--- src/rtl/tnoc_vc_port_scheduler_if.sv ---
// Handshake bundle between the input-port/VC request side and the output-port
// scheduler. The master drives flit requests and flow control; the slave
// (scheduler) returns grants and the head of the packet-order FIFO.
interface tnoc_vc_port_scheduler_if #(
    parameter int PORTS      = 5,
    parameter int CHANNELS   = 2,
    parameter int FIFO_DEPTH = 2
);
    localparam int VW = (CHANNELS > 1) ? $clog2(CHANNELS) : 1;
    localparam int CW = $clog2(FIFO_DEPTH + 1);

    logic [PORTS*CHANNELS-1:0] request;
    logic [PORTS*CHANNELS-1:0] start_of_packet;
    logic [PORTS*CHANNELS-1:0] end_of_packet;
    logic [CHANNELS-1:0]       vc_available;
    logic [PORTS*CHANNELS-1:0] grant;
    logic [PORTS-1:0]          output_grant;
    logic [VW-1:0]             output_vc;
    logic                      output_free;
    logic [CW-1:0]             fifo_count;

    modport master (
        output request, start_of_packet, end_of_packet, vc_available, output_free,
        input  grant, output_grant, output_vc, fifo_count
    );

    modport slave (
        input  request, start_of_packet, end_of_packet, vc_available, output_free,
        output grant, output_grant, output_vc, fifo_count
    );
endinterface

--- src/rtl/tnoc_vc_port_scheduler.sv ---
// Output-port scheduler: per-VC port arbitration with packet locking, then a
// VC stage that grants one flit per cycle, plus a FIFO recording the order in
// which packet heads were accepted so the output stage can follow it.
module tnoc_vc_port_scheduler #(
    parameter int PORTS       = 5,
    parameter int CHANNELS    = 2,
    parameter int FIFO_DEPTH  = 2,
    parameter int VC_PRIORITY = 0,
    parameter int INTERLEAVE  = 0
) (
    input  logic clk,
    input  logic rst,
    tnoc_vc_port_scheduler_if.slave bus
);
    localparam int PW = $clog2(PORTS);
    localparam int VW = (CHANNELS > 1) ? $clog2(CHANNELS) : 1;
    localparam int FW = (FIFO_DEPTH > 1) ? $clog2(FIFO_DEPTH) : 1;
    localparam int CW = $clog2(FIFO_DEPTH + 1);
    localparam int IW = (PORTS * CHANNELS > 1) ? $clog2(PORTS * CHANNELS) : 1;

    // Lock / pointer state
    logic [CHANNELS-1:0] port_lock;
    logic [PW-1:0]       locked_port [CHANNELS];
    logic [PW-1:0]       port_ptr    [CHANNELS];
    logic                vc_lock;
    logic [VW-1:0]       locked_vc;
    logic [VW-1:0]       vc_ptr;

    // Packet-order FIFO
    logic [PORTS-1:0]    fifo_port [FIFO_DEPTH];
    logic [VW-1:0]       fifo_vc   [FIFO_DEPTH];
    logic [FW-1:0]       rd_ptr;
    logic [FW-1:0]       wr_ptr;
    logic [CW-1:0]       count;

    // Arbitration results
    logic [PW-1:0]       cand_port [CHANNELS];
    logic [CHANNELS-1:0] cand_req;
    logic [CHANNELS-1:0] cand_head;
    logic [CHANNELS-1:0] cand_tail;
    logic [CHANNELS-1:0] eligible;
    logic                sel_valid;
    logic [VW-1:0]       sel_vc;
    logic [PW-1:0]       sel_port;
    logic                sel_head;
    logic                sel_tail;
    logic                xfer;
    logic                push;
    logic                pop;
    logic                fifo_full;
    logic                fifo_empty;

    function automatic logic [IW-1:0] flat_idx(input logic [PW-1:0] p, input logic [VW-1:0] v);
        return IW'(int'(p) * CHANNELS + int'(v));
    endfunction

    function automatic logic [PW-1:0] next_port(input logic [PW-1:0] p);
        return (int'(p) == PORTS - 1) ? '0 : p + 1'b1;
    endfunction

    function automatic logic [VW-1:0] next_vc(input logic [VW-1:0] v);
        return (int'(v) == CHANNELS - 1) ? '0 : v + 1'b1;
    endfunction

    function automatic logic [FW-1:0] next_slot(input logic [FW-1:0] s);
        return (int'(s) == FIFO_DEPTH - 1) ? '0 : s + 1'b1;
    endfunction

    assign fifo_full  = (count == CW'(FIFO_DEPTH));
    assign fifo_empty = (count == '0);

    // Port stage: per VC pick the locked owner, or round-robin among head flits
    always_comb begin
        logic [PW-1:0] p;
        p = '0;
        for (int v = 0; v < CHANNELS; v++) begin
            cand_port[v] = '0;
            cand_req[v]  = 1'b0;
            cand_head[v] = 1'b0;
            cand_tail[v] = 1'b0;
            if (port_lock[v]) begin
                cand_port[v] = locked_port[v];
                cand_req[v]  = bus.request[flat_idx(locked_port[v], VW'(v))];
                cand_tail[v] = bus.end_of_packet[flat_idx(locked_port[v], VW'(v))];
            end else begin
                // Walk from lowest to highest priority so the last hit wins
                for (int i = PORTS - 1; i >= 0; i--) begin
                    p = PW'((int'(port_ptr[v]) + i) % PORTS);
                    if (bus.request[flat_idx(p, VW'(v))] && bus.start_of_packet[flat_idx(p, VW'(v))]) begin
                        cand_port[v] = p;
                        cand_req[v]  = 1'b1;
                        cand_head[v] = 1'b1;
                        cand_tail[v] = bus.end_of_packet[flat_idx(p, VW'(v))];
                    end
                end
            end
            // A head needs a FIFO slot; the same-cycle pop does not count
            eligible[v] = cand_req[v] & bus.vc_available[v] & ~(cand_head[v] & fifo_full);
        end
    end

    // VC stage: held VC, fixed priority (highest index) or round-robin
    always_comb begin
        logic [VW-1:0] vc;
        vc        = '0;
        sel_valid = 1'b0;
        sel_vc    = '0;
        if (INTERLEAVE == 0 && vc_lock) begin
            sel_valid = eligible[locked_vc];
            sel_vc    = locked_vc;
        end else if (VC_PRIORITY != 0) begin
            for (int v = 0; v < CHANNELS; v++) begin
                if (eligible[v]) begin
                    sel_valid = 1'b1;
                    sel_vc    = VW'(v);
                end
            end
        end else begin
            for (int i = CHANNELS - 1; i >= 0; i--) begin
                vc = VW'((int'(vc_ptr) + i) % CHANNELS);
                if (eligible[vc]) begin
                    sel_valid = 1'b1;
                    sel_vc    = vc;
                end
            end
        end
    end

    assign xfer     = sel_valid & ~rst;
    assign sel_port = cand_port[sel_vc];
    assign sel_head = cand_head[sel_vc];
    assign sel_tail = cand_tail[sel_vc];
    assign push     = xfer & sel_head;
    assign pop      = bus.output_free & ~fifo_empty;

    // Drive the single one-hot grant for the selected port/VC
    always_comb begin
        bus.grant = '0;
        if (xfer) begin
            bus.grant[flat_idx(sel_port, sel_vc)] = 1'b1;
        end
    end

    // Lock and round-robin pointer updates on each flit transfer
    always_ff @(posedge clk) begin
        if (rst) begin
            port_lock <= '0;
            vc_lock   <= 1'b0;
            locked_vc <= '0;
            vc_ptr    <= '0;
            for (int v = 0; v < CHANNELS; v++) begin
                port_ptr[v] <= '0;
            end
        end else if (xfer) begin
            if (sel_head) begin
                port_ptr[sel_vc] <= next_port(sel_port);
                if (!sel_tail) begin
                    port_lock[sel_vc] <= 1'b1;
                end
            end else if (sel_tail) begin
                port_lock[sel_vc] <= 1'b0;
            end
            if (INTERLEAVE == 0) begin
                if (sel_head && !sel_tail) begin
                    vc_lock   <= 1'b1;
                    locked_vc <= sel_vc;
                end else if (sel_tail) begin
                    vc_lock <= 1'b0;
                end
            end
            if (VC_PRIORITY == 0 && (INTERLEAVE != 0 || sel_tail)) begin
                vc_ptr <= next_vc(sel_vc);
            end
        end
    end

    // Owner port of each locked VC; only meaningful while port_lock is set
    always_ff @(posedge clk) begin
        if (push && !sel_tail) begin
            locked_port[sel_vc] <= sel_port;
        end
    end

    // FIFO occupancy and pointers
    always_ff @(posedge clk) begin
        if (rst) begin
            rd_ptr <= '0;
            wr_ptr <= '0;
            count  <= '0;
        end else begin
            if (push) begin
                wr_ptr <= next_slot(wr_ptr);
            end
            if (pop) begin
                rd_ptr <= next_slot(rd_ptr);
            end
            case ({push, pop})
                2'b10:   count <= count + 1'b1;
                2'b01:   count <= count - 1'b1;
                default: count <= count;
            endcase
        end
    end

    // FIFO storage for {one-hot port, vc} of each accepted head
    always_ff @(posedge clk) begin
        if (push) begin
            fifo_port[wr_ptr] <= PORTS'(1) << sel_port;
            fifo_vc[wr_ptr]   <= sel_vc;
        end
    end

    assign bus.output_grant = fifo_empty ? '0 : fifo_port[rd_ptr];
    assign bus.output_vc    = (CHANNELS == 1 || fifo_empty) ? '0 : fifo_vc[rd_ptr];
    assign bus.fifo_count   = count;
endmodule
--- src/flat_wrapper.sv ---
// flat-port wrapper written by rule: the top's interface ports become plain ports
module tnoc_vc_port_scheduler_flat 
#(
    parameter int PORTS       = 5,
    parameter int CHANNELS    = 2,
    parameter int FIFO_DEPTH  = 2,
    parameter int VC_PRIORITY = 0,
    parameter int INTERLEAVE  = 0
)
  (clk, rst, bus_request, bus_start_of_packet, bus_end_of_packet, bus_vc_available, bus_output_free, bus_grant, bus_output_grant, bus_output_vc, bus_fifo_count);
  tnoc_vc_port_scheduler_if #(.PORTS(PORTS), .CHANNELS(CHANNELS), .FIFO_DEPTH(FIFO_DEPTH)) bus_i ();
  input  logic clk;
  input  logic rst;
  input wire logic [$bits(bus_i.request)-1:0] bus_request;
  input wire logic [$bits(bus_i.start_of_packet)-1:0] bus_start_of_packet;
  input wire logic [$bits(bus_i.end_of_packet)-1:0] bus_end_of_packet;
  input wire logic [$bits(bus_i.vc_available)-1:0] bus_vc_available;
  input wire logic [$bits(bus_i.output_free)-1:0] bus_output_free;
  output wire logic [$bits(bus_i.grant)-1:0] bus_grant;
  output wire logic [$bits(bus_i.output_grant)-1:0] bus_output_grant;
  output wire logic [$bits(bus_i.output_vc)-1:0] bus_output_vc;
  output wire logic [$bits(bus_i.fifo_count)-1:0] bus_fifo_count;
  assign bus_i.request = bus_request;
  assign bus_i.start_of_packet = bus_start_of_packet;
  assign bus_i.end_of_packet = bus_end_of_packet;
  assign bus_i.vc_available = bus_vc_available;
  assign bus_i.output_free = bus_output_free;
  assign bus_grant = bus_i.grant;
  assign bus_output_grant = bus_i.output_grant;
  assign bus_output_vc = bus_i.output_vc;
  assign bus_fifo_count = bus_i.fifo_count;
  tnoc_vc_port_scheduler #(.PORTS(PORTS), .CHANNELS(CHANNELS), .FIFO_DEPTH(FIFO_DEPTH), .VC_PRIORITY(VC_PRIORITY), .INTERLEAVE(INTERLEAVE)) u_core (.clk(clk), .rst(rst), .bus(bus_i));
endmodule
--- config.mk ---
export PLATFORM = sky130hd
export DESIGN_NAME = tnoc_vc_port_scheduler_flat
export DESIGN_NICKNAME = d
export VERILOG_FILES = /design/src/rtl/tnoc_vc_port_scheduler_if.sv /design/src/rtl/tnoc_vc_port_scheduler.sv /design/src/flat_wrapper.sv
export SDC_FILE = /design/constraint.sdc
export NUM_CORES = 1
export LEC_CHECK = 0
export CORE_MARGIN = 1.5
export CORE_UTILIZATION = 54
export CTS_CLUSTER_DIAMETER = 40
export CTS_CLUSTER_SIZE = 25
export DETAILED_ROUTE_END_ITERATION = 10
export PLACE_DENSITY = 0.8
export SKIP_LAST_GASP = 1
export SYNTH_ARGS = -nofsm -noshare
export SYNTH_HDL_FRONTEND = slang
export SYNTH_SLANG_ARGS = --single-unit
export TNS_END_PERCENT = 30
--- constraint.sdc ---
create_clock -name clk -period 5.7 [get_ports clk]
set_input_delay 0.855 -clock clk [delete_from_list [all_inputs] [get_ports clk]]
set_output_delay 0.855 -clock clk [all_outputs]
set_load 0.1 [all_outputs]
==> results.json <==
{
  "status": "finished with violations",
  "violations": "negative setup slack",
  "cts.sinks": 34,
  "synth_cells": 741,
  "synth_warnings": 0,
  "die_y_um": 107,
  "grt_usage_pct": 33.4,
  "vias": 6554,
  "overflow": 0,
  "fin_skew_ns": 0.00646,
  "grt_pass1_wl_um": 30900,
  "whs_ns": 0.519,
  "dp_hpwl_um": 14300,
  "ys_seq_area_share_pct": 15.8,
  "hold_class": "flop to flop",
  "clock_latency_ns": 0.29,
  "drc": 0,
  "path_max_fanout": 4,
  "cts.clk_slew.worst_paths_ns": 0.07,
  "period_share_pct": 102,
  "area.growth.synth_to_final_pct": 30.3,
  "cts_buffers": 5,
  "multi_input_area_um2": 5100,
  "nFillCells": 773,
  "end_kind": "primary output",
  "synth_nets": 827,
  "num_rows": 37,
  "crit_type": "flop to primary output",
  "synth_flop_cell": "edfxtp_1",
  "synth_edf_count": 24,
  "avgRoutedWirePerCell_um": 19.9,
  "cts_max_level": 2,
  "crit_required_ns": 4.85,
  "cts_root_buffer": "clkbuf_8",
  "hold_buffers": 0,
  "start_kind": "flop",
  "avgViaCountPerCell": 6.73,
  "die-area_um2": 11400,
  "relSlewSlack_pct": 34.5,
  "ff_latch_area_um2": 921,
  "syn-cell-area_um2": 5840,
  "grt_max_degree": 34,
  "final-setup-viol-count": 4,
  "drt-pass1-iter-count": 7,
  "final_cell_mix": "nand2_1, nor2_1, buf_4, clkdlybuf4s50_1, o21ai_0",
  "start_util_pct": 56.1,
  "wl_um": 19400,
  "cts_tree": "done",
  "hold_viol_final": 0,
  "fin_ws_ns": -0.0924,
  "tightest_slew_ns": 0.979,
  "avgSynthCellArea_um2": 7.88,
  "dieWidth_um": 107,
  "rsz0062_at_grt": "yes",
  "drive_above_1_share_pct": 24.2,
  "clk_path_buf_depth": 2,
  "drt-initial-drc-count": 721,
  "fin_util_pct": 73.1,
  "max_freq_mhz": 173,
  "crit_arrival_ns": 4.94,
  "port_buffers": 52,
  "fp.coreArea_um2": 10400,
  "synth-seq-cells": 34,
  "final_common_cell": "nand2_1",
  "diodes": 0,
  "maxCapViolations": 0,
  "final_nets": 923,
  "async_flop_share_pct": 0,
  "ioPinCount": 53,
  "period_needed_ns": 5.79,
  "place_congestion": 1.04,
  "slew_viol_final": 0,
  "grt_pass1_vias": 6377,
  "antenna_found_initial": 0,
  "synth.distinct_cells": 92,
  "drtAntennaViolNets": 0
}
-- metrics by stage --
stage          worst slack [ns]  instance area, um2  std cells  TNS [ns]
2_1_floorplan            -0.964                6030        741     -7.54
3_3_place_gp              0.150                7020        945         0
3_5_place_dp            0.00772                7020        945         0
4_1_cts                -0.00739                7350        968  -0.00883
5_1_grt                  -0.216                7610        974     -1.60
6_report                -0.0924                7610        974    -0.166
-- cell families after synthesis --
| logic type | Yosys count | share of synthesized area [%] |
|---|---|---|
| compound gates | 232 | 28.3 |
| xor+xnor | 19 | 2.85 |
| fa+ha+maj | 51 | 11.1 |
| buf+inv | 69 | 4.86 |
| flops | 34 | 15.8 |
| mux | 52 | 12.3 |
| simple gates | 284 | 25.0 |
-- path summary, 6_finish.rpt --
kind	from	to	slack (ns)	cells past startpoint
min reg2reg	u_core.bus.fifo_count[1]$_SDFFE_PP0P_	u_core.bus.fifo_count[1]$_SDFFE_PP0P_	0.52	2
max reg2reg	u_core.port_ptr[1][2]$_SDFFCE_PN0P_	flop	0	22
min	u_core.bus.fifo_count[1]$_SDFFE_PP0P_	u_core.bus.fifo_count[1]$_SDFFE_PP0P_	0.52	2
max	u_core.port_ptr[1][0]$_SDFFCE_PN0P_	bus_grant[1]	-0.09	21
-- cells in the mapped netlist, types with 11 or more instances --
cell       n  share of area [%]
a21oi_1   44                3.8
and2_1    21                2.2
clkbuf_1  18                1.2
edfxtp_1  24                 12
ha_1      50                 11
inv_1     30                1.9
mux2i_1   31                5.3
mux4_2    13                5.0
nand2_1   64                4.1
nand3_1   22                1.9
nor2_1    65                4.2
nor2b_1   15                1.6
nor3_1    25                2.1
nor4_1    11                1.2
o21ai_0   46                3.9
xnor2_1   14                2.1
-- flip-flops by register name, summed over array words and instances (netlist names), named ones only --
signal                 count
u_core.vc_ptr              1
u_core.locked_vc           1
u_core.bus.fifo_count      2
u_core.fifo_port          10
u_core.locked_port         6
u_core.fifo_vc             2
u_core.vc_lock             1
u_core.port_ptr            6
u_core.rd_ptr              1
u_core.wr_ptr              1
-- cell type report --
cell class                      instances  share of cell area [%]
Multi-Input combinational cell        638                    67.1
Timing Repair Buffer                  120                    15.4
Sequential cell                        34                    12.1
Tap cell                              136                    2.24
Inverter                               38                    2.09
Clock buffer                            6                   0.954
Clock inverter                          2                   0.132
-- critical path, stage by stage, from the launching register on --
cell	delay, ns
edfxtp_1	0.51
inv_8	0.10
ha_4	0.15
inv_4	0.04
ha_4	0.26
inv_2	0.05
ha_4	0.15
or3_4	0.34
and3_4	0.19
or2_4	0.26
buf_4	0.17
mux2_1	0.36
a2111oi_4	0.42
buf_4	0.20
o31ai_1	0.08
a21oi_1	0.16
o21ai_0	0.16
a22oi_2	0.26
mux2i_4	0.15
buf_12	0.15
nor3b_4	0.26
buf_12	0.21
-- routing by layer --
layer	vias up	part of all wire, %	GRT usage, %
li1	3027	-	-
met1	3093	41	43.5
met2	359	48	55.4
met3	75	7.6	4.32
met4	0	4.0	14.5
met5	-	0	0
-- what timing repair did --
item,in CTS,in global routing
endpoints found under the setup margin,11,17
resized for setup,29,46
setup buffers,15,6
pin swaps,10,11
hold endpoints to repair,0,0
Power is left out: the tool's default activity adds up to more than one toggle a clock period on the data nets, which glitch-free logic cannot reach.
